<file path="src/rtl/dii_length_prefixer.sv">
// Prepends a {LEN_TAG, length} header word to each DII packet and emits a raw 16-bit word stream.
// Optional length checking is enabled by defining DII_LENGTH_PREFIXER_CHECK_EN.

package dii_pkg;
    typedef struct packed {
        logic        valid;
        logic        last;
        logic [15:0] data;
    } dii_flit;
endpackage

module dii_length_prefixer #(
    parameter int         BUF_SIZE = 4,
    parameter logic [3:0] LEN_TAG  = 4'hA
) (
    input  logic                        clk,
    input  logic                        rst,
    input  logic [$clog2(BUF_SIZE):0]   packet_size,
    input  dii_pkg::dii_flit            flit_in,
    output logic                        flit_in_ready,
    output logic [15:0]                 word_out_data,
    output logic                        word_out_valid,
    input  logic                        word_out_ready,
    output logic                        len_err,
    output logic [7:0]                  len_err_cnt
);
    localparam int PSW = $clog2(BUF_SIZE) + 1;

    typedef enum logic {
        IDLE = 1'b0,
        BODY = 1'b1
    } state_e;

    state_e      state_q;
    logic        out_vld_q;
    logic [15:0] out_data_q;

    logic slot_free;
    logic hdr_load;
    logic in_fire;
    logic last_fire;

    assign slot_free     = !out_vld_q || word_out_ready;
    // Ready depends only on state and the output slot, never on flit_in.
    assign flit_in_ready = (state_q == BODY) && slot_free;
    assign hdr_load      = (state_q == IDLE) && flit_in.valid && slot_free;
    assign in_fire       = flit_in.valid && flit_in_ready;
    assign last_fire     = in_fire && flit_in.last;

    assign word_out_valid = out_vld_q;
    assign word_out_data  = out_data_q;

    always_ff @(posedge clk) begin
        if (rst) begin
            state_q    <= IDLE;
            out_vld_q  <= 1'b0;
            out_data_q <= 16'h0000;
        end else begin
            case (state_q)
                IDLE: begin
                    if (hdr_load) begin
                        out_vld_q  <= 1'b1;
                        out_data_q <= {LEN_TAG, 12'(packet_size)};
                        state_q    <= BODY;
                    end else if (word_out_ready) begin
                        out_vld_q <= 1'b0;
                    end
                end
                BODY: begin
                    if (in_fire) begin
                        out_vld_q  <= 1'b1;
                        out_data_q <= flit_in.data;
                        if (flit_in.last)
                            state_q <= IDLE;
                    end else if (word_out_ready) begin
                        out_vld_q <= 1'b0;
                    end
                end
                default: begin
                    state_q   <= IDLE;
                    out_vld_q <= 1'b0;
                end
            endcase
        end
    end

`ifdef DII_LENGTH_PREFIXER_CHECK_EN
    logic [PSW-1:0] len_q;
    logic [15:0]    cnt_q;
    logic           len_err_q;
    logic [7:0]     len_err_cnt_q;
    logic [16:0]    seen_d;
    logic           mismatch;

    // Widened by one bit so the flit count can never wrap to 0 and falsely match len_q == 0.
    assign seen_d   = {1'b0, cnt_q} + 17'd1;
    assign mismatch = (seen_d != 17'(len_q));

    always_ff @(posedge clk) begin
        if (rst) begin
            len_q         <= '0;
            cnt_q         <= '0;
            len_err_q     <= 1'b0;
            len_err_cnt_q <= 8'h00;
        end else begin
            if (hdr_load) begin
                len_q <= packet_size;
                cnt_q <= '0;
            end else if (in_fire) begin
                cnt_q <= cnt_q + 16'd1;
            end
            if (last_fire && mismatch) begin
                len_err_q <= 1'b1;
                if (len_err_cnt_q != 8'hFF)
                    len_err_cnt_q <= len_err_cnt_q + 8'd1;
            end
        end
    end

    assign len_err     = len_err_q;
    assign len_err_cnt = len_err_cnt_q;
`else
    assign len_err     = 1'b0;
    assign len_err_cnt = 8'h00;
`endif

endmodule

</file>
<file path="config.mk">
export PLATFORM = sky130hd
export DESIGN_NAME = dii_length_prefixer
export DESIGN_NICKNAME = d
export VERILOG_FILES = /design/src/rtl/dii_length_prefixer.sv
export SDC_FILE = /design/constraint.sdc
export NUM_CORES = 1
export LEC_CHECK = 0
export BUFFER_PORTS_ARGS = -buffer_cell sky130_fd_sc_hd__buf_2
export CORE_ASPECT_RATIO = 0.8
export CORE_UTILIZATION = 25
export DETAILED_ROUTE_END_ITERATION = 6
export SLEW_MARGIN = 20
export SYNTH_ARGS = -nofsm -noshare
export SYNTH_HDL_FRONTEND = slang
export SYNTH_SLANG_ARGS = --single-unit
</file>
<file path="constraint.sdc">
create_clock -name clk -period 1.7 [get_ports clk]
set_input_delay 0.34 -clock clk [delete_from_list [all_inputs] [get_ports clk]]
set_output_delay 0.34 -clock clk [all_outputs]
set_load 0.02 [all_outputs]
</file>
==> results of run 1 <==
-- cell usage in the layout, fill, tap and decap left out, types with 3 or more instances in the layout --
cell,netlist,layout
buf_2,3,41
a21oi_1,18,18
dfxtp_1,18,18
nand4_1,11,11
o21ai_1,10,10
conb_1,1,9
clkbuf_8,0,4
buf_4,12,4
mux2i_1,3,3
a211oi_1,3,3
-- cell usage after synthesis --
cell type | number | area share, %
a211oi_1 | 3 | 2.7
a21oi_1 | 18 | 11
a311oi_1 | 2 | 2.1
and2_1 | 1 | 0.74
and2b_1 | 1 | 0.89
buf_2 | 3 | 1.8
buf_4 | 12 | 11
buf_6 | 2 | 2.7
buf_8 | 1 | 1.8
clkbuf_1 | 1 | 0.44
conb_1 | 1 | 0.44
dfxtp_1 | 18 | 43
inv_1 | 2 | 0.89
inv_2 | 1 | 0.44
mux2i_1 | 3 | 3.6
nand2_1 | 1 | 0.44
nand2b_1 | 1 | 0.74
nand4_1 | 11 | 8.1
nor2_2 | 1 | 0.74
nor3_1 | 2 | 1.2
o21ai_0 | 1 | 0.59
o21ai_1 | 10 | 5.9
-- through the flow --
stage | total power (W) | cells | setup slack [ns] | util, % | cell area [um^2]
2_1_floorplan | 0.000604 | 104 | 0.363 | - | 876
3_3_place_gp | 0.000639 | 170 | 0.470 | 32.2 | 1010
3_5_place_dp | 0.000642 | 170 | 0.406 | 32.2 | 1010
4_1_cts | 0.000991 | 174 | 0.343 | 33.9 | 1070
5_1_grt | 0.00103 | 174 | 0.287 | 33.9 | 1070
6_report | 0.000982 | 174 | 0.347 | 33.9 | 1070
-- logic make-up (layout without fill, tap and decap cells) --
group / after synthesis / in the layout / synth area share (%)
AOI/OAI and AO/OA: 34 / 34 / 21.9
buffers and inverters: 22 / 52 / 18.6
DFF: 18 / 18 / 42.6
muxes: 3 / 3 / 3.55
other: 1 / 9 / 0.443
and+or+nand+nor: 18 / 18 / 12.9
-- critical path, delay by kind of cell, from the launching register on --
kind | cells | cell delay (ns)
flops | 1 | 0.45
buf+inv | 1 | 0.16
simple gates | 1 | 0.16
-- where the power goes --
group          internal, W  switching, W
registers         0.000443     0.0000132
clock network     0.000206      0.000143
logic            0.0000634      0.000113
total             0.000712      0.000269
-- how the worst max path moves through the flow --
stage,from,to,slack (ns),depth (start not counted)
2_1_floorplan,word_out_valid,flit_in_ready,0.36,4
3_3_place_gp,word_out_ready,word_out_data[15],0.47,4
3_5_place_dp,word_out_ready,word_out_data[9],0.41,5
4_1_cts,state_q,flit_in_ready,0.34,2
5_1_grt,state_q,flit_in_ready,0.29,2
6_report,state_q,flit_in_ready,0.35,2
-- flip-flops by register name, summed over array words and instances (netlist names) --
name and flops:
state_q 1, word_out_data 16, word_out_valid 1
-- area by class of cell --
cell class	instances	area [um^2]
repair buffers	45	235
clock buffers	4	55.1
fillers	342	2080
inverters	3	11.3
well taps	40	50.0
multi-input cells	64	358
flip-flops and latches	18	360
-- metal layers --
| metal | global-route usage, % | share of wire (%) | vias to the layer above |
|---|---|---|---|
| li1 | - | - | 402 |
| met1 | 14.5 | 45 | 381 |
| met2 | 22.2 | 48 | 36 |
| met3 | 4.03 | 6.4 | 2 |
| met4 | 3.55 | 0.90 | 0 |
| met5 | 0 | 0 | - |
==> results.txt, run 1 <==
The floorplan die area was 3620 um^2; the buffers inserted during post-CTS setup optimization was 0. Of all nets on the critical path, the largest fanout is 7. The number of cells on the worst reg-to-reg path works out to 4.

For the leakage power summed over all cells, the log shows 0.494 nW. For this run, the number of Yosys warnings is 0. In this run the critical register-to-register path is launched from word_out_valid. The I/O pin count is 51, and the number of vias per cell after detailed routing is 4.72. For the final max-slew violation count, the log shows 0. Antenna diode instance count: 0. TritonCTS built the clock tree. Summing every instance area after synthesis gives 846 um^2. The count of buffers added on input and output ports is 41.

Power density over the cells: 918 nW/um^2. The source of the worst hold timing path is flit_in[13]. Clock tree synthesis found a total of 18 sinks.

The mean routed wirelength per cell came out at 12.1 um. The flow ran to the end, and the final reports show no timing, DRC or antenna violations. The flip-flop and latch count after synthesis was 18; the depth of the CTS H-tree was 1. The final worst-path cycle share was 79.6%.

The HPWL after detailed placement is 1520 um. The worst register-to-register path has a setup slack of 0.55 ns. The worst hold path cell count was 3; the peak ir drop on the vdd network was 0.352 mV. Based on the critical path, the design can be clocked at up to 0.739 GHz.

TritonCTS created 3 clock buffers. The logs give 0 for the number of cells upsized or downsized after cts and 3380 um for the global-route wire length before repair. The tightest hold path in the finished design has a slack of 0.348 ns. The slowest stage of the critical path is the dfxtp_1 cell. The insertion delay of the later-clocked pin in the worst-skew pair is 0.25 ns. After clock tree synthesis, the clock-pin slew on the worst setup and hold paths is 0.07 ns. The first detailed-routing pass took 4 iterations. The largest single stage delay on the critical path is 0.45 ns. After detailed routing, the total wire length is 2100 um. After floorplanning, the core was divided into 18 placement rows. In the routed design, unresolved DRC markers number 0.

The fraction of layout instances using a drive strength above 1 came out at 38.1%. The critical path class was reg2out. The detailed-route via count was 821.

For hold timing, the worst endpoint is word_out_data[13]. The via count of the first global-routing pass is 780. Setup repair after global routing left no endpoint under its margin.

For the violation count after the first detailed-routing iteration, the log shows 36. The tools report the final net count as 159. Traced cell by cell, the critical path runs through and2_1 -> buf_2.

For this configuration, the core starts out at a cell density of 26.8%. In the global route stage, overall resource usage came out at 12.5%. The tool flagged a number of max-cap violations equal to 0. The total negative setup slack is 0 ns, and the sequential share of the synthesized area is 42.6%.

No sink is reached through more buffers than the 2 on the longest clock path. The overflow left after global routing came out at 0. The worst setup path is launched from a flop.

Each instance of the synthesized netlist takes up on average 8.81 um^2. Worst reg2reg path endpoint: word_out_data[9]. The number of hold-slack violations in the final timing report was 0; the initial antenna violation count was 0.

Entering global routing, the biggest net connects 19 pins. Setup violations remaining at the end of the flow were counted as 0. In this run the horizontal extent of the chip is 67.0 um. The number of buffers inserted for hold repair after clock tree synthesis was 0. On the final layout, the worst clock skew is 0.000693 ns. The worst setup path is captured at a primary output.

CTS placed an instance of clkbuf_8 at the clock tree root. Once detail routing completed, the nets flagged for antenna violations numbered 0. Required time of the worst setup path: 1.36 ns. The placeable core area came out at 3150 um^2. The routed design could run at a clock period as short as 1.35 ns. In this run the vertical extent of the chip is 54.0 um. Relative to the synthesized area, the layout overhead comes to 26.5%.

STA puts the critical path data arrival time at 1.01 ns. The number of library cell types mapped by synthesis was 22. The cell count after synthesis was 96. The min-delay analysis places its worst path in the category in2reg.

The tools report the final weighted congestion in routability-driven placement as 0.699.
(Power assumes the default switching activity.)
==> inputs of run 2 (changes only) <==
- clock period: 1.7 -> 1.1 ns (I/O delays scaled with it)
==> results.txt, run 2 (synthesis gave the netlist of run 1 again) <==
After legalization and detailed placement, the total HPWL measured 1630 um. The mean routed wirelength per cell was 12.7 um. 51 I/O pins were placed. The final max-slew violation count came out at 0. Once the floorplan was initialized, standard cells occupied 26.8% of the core.

The number of antenna diodes in the final layout is 0. Total cell area at the placement stage: 1070 um^2. Once layout is complete, the cells apart from fillers number 182. The final number of setup-violating endpoints came out at 1. The startpoint type of the worst setup path is a flop. The tools report the endpoint type of the worst setup path as a primary output.

The startpoint of the worst-slack reg-to-reg timing path was word_out_valid. Across the run, the number of max-cap violations was 0. The minimum setup slack in the final design came out at -0.0721 ns. Leaving out fill and tap cells, the most frequent cells in the layout are buf_2 (40), dfxtp_1 (17), a21oi_1 (15). The run finished, with violations left. The logs give 1 for the depth of the CTS H-tree and 0.25 ns for the insertion delay of the later-clocked pin in the worst-skew pair. Cells fill 39.3% of the core in the end. The reg-to-reg setup timing slack came out at 0.03 ns. Initial antenna violation count: 0. For the number of buffers inserted for hold repair after clock tree synthesis, the log shows 0.

The tools report the critical path launch point as word_out_valid. The number of hold-slack violations in the final timing report is 0. The leakage power summed over all cells is 0.562 nW, and the maximum fanout count along the critical path is 3. Power spread over the standard cell area amounts to 1280 nW/um^2.

At the worst endpoint, the required time is 0.88 ns. For the arrival time at the worst endpoint, the log shows 0.95 ns. Hold is met by 0.227 ns.

The DRC violations left was 0; the overflow left after global routing was 0. The total negative setup slack is -0.0721 ns, and the detailed-route via count is 859. Relative to the synthesized area, the layout overhead comes to 46.6%. The violation count after the first detailed-routing iteration is 46, and the floorplan die width is 67.0 um.

Counting the fill cells in the layout gives 328. Once detail routing completed, the nets flagged for antenna violations numbered 0. The checks that failed: setup timing. In this run the standard cell core region covers 3150 um^2.

Critical path class: reg2out. The maximum achievable frequency is 0.853 GHz. Clock-pin slew was measured on the worst setup and hold paths at 0.07 ns. The most critical setup path has its endpoint at flit_in_ready. TritonCTS built the clock tree. The number of cells on the worst reg-to-reg path is 4. The worst hold path belongs to the class in2reg. The fraction of layout instances using a drive strength above 1 is 52.1%. Largest net degree at the start of global routing: 19. The register with the most flip-flops in the layout has 16 of them. The total CTS buffers is 3, and the number of cells in the design after placement is 176. The design area is 1240 um^2, and the peak ir drop on the vdd network is 0.405 mV. Setup repair after global routing could not meet its margin everywhere. The floorplan step set the die height to 54.0 um. Between clock sinks in the finished design, the worst skew comes to 0.00401 ns. The number of I/O port buffers was 41. In the final design database the tool counted 167 nets. Worst reg2reg path endpoint: word_out_data[6].

Counting every sink on the clock net gives 18. Floorplan die area: 3620 um^2. The library cell used most frequently in the layout, excluding fill and tap cells, is buf_2.

The first global-routing pass estimated 3600 um of wire. The number of vias per cell after detailed routing works out to 4.72. After floorplanning, the core was divided into 18 placement rows. The detailed-routing iteration count for the pre-antenna-repair pass was 4; the overall global routing resource usage was 13.3%.

After detailed routing, the total wire length is 2320 um. In this run the clock root is driven by a clkbuf_8. The final worst-path cycle share works out to 107%. The run gives 830 as the via count of the first global-routing pass. The maximum buffer depth of the clock tree came out at 2. The clock period minus worst slack is 1.17 ns.

The final weighted congestion in routability-driven placement is 0.714.
run 2: area by class of cell:
| class | count | area [um^2] | share of cell area (%) |
|---|---|---|---|
| inverter | 3 | 11.3 | 0.908 |
| sequential | 18 | 364 | 29.4 |
| multi-input combinational | 64 | 425 | 34.3 |
| timing repair buffer | 53 | 334 | 26.9 |
| tap | 40 | 50.0 | 4.04 |
| clock buffer | 4 | 55.1 | 4.44 |
run 2: worst min path at each step:
stage                            startpoint                end  slack, ns  cells after the start
after CTS                        flit_in[8]   word_out_data[8]       0.22                      3
after global routing             flit_in[8]   word_out_data[8]       0.23                      3
after detailed placement   word_out_data[8]   word_out_data[8]       0.47                      2
final                            flit_in[8]   word_out_data[8]       0.23                      3
after floorplan                 flit_in[13]  word_out_data[13]       0.37                      2
after global placement    word_out_data[11]  word_out_data[11]       0.46                      2
run 2: worst max-delay path, stage by stage (launching register included):
cell and delay (ns):
dfxtp_4 0.37, nand2b_4 0.05, and2_4 0.16, buf_6 0.12
run 2: per-stage QoR:
step / setup WS, ns / power [W]
floorplan: 0.0245 / 0.000936
global placement: 0.0555 / 0.00101
detailed placement: 0.0208 / 0.00102
CTS: -0.0779 / 0.00157
global route: -0.104 / 0.00167
finish: -0.0721 / 0.00159
run 2: metal layers:
layer	vias to the layer above	global-route usage [%]	share of wire (%)
met5	-	0	0
met4	0	3.55	0.82
met3	2	3.18	6.2
met2	30	25.2	53
met1	405	14.8	40
li1	422	-	-
run 2: power by group:
part / switching, W / internal (W) / leakage (nW)
logic: 0.000201 / 0.000146 / 0.385
clock network: 0.000217 / 0.000318 / 0.0288
registers: 0.0000231 / 0.000685 / 0.148
total: 0.000442 / 0.00115 / 0.562
run 2: what timing repair did:
item | CTS | global route
resized for setup | 3 | 18
setup buffers | 1 | 0
setup endpoints to repair | 1 | 10
cloned | 0 | 1
pin swaps | 0 | 2
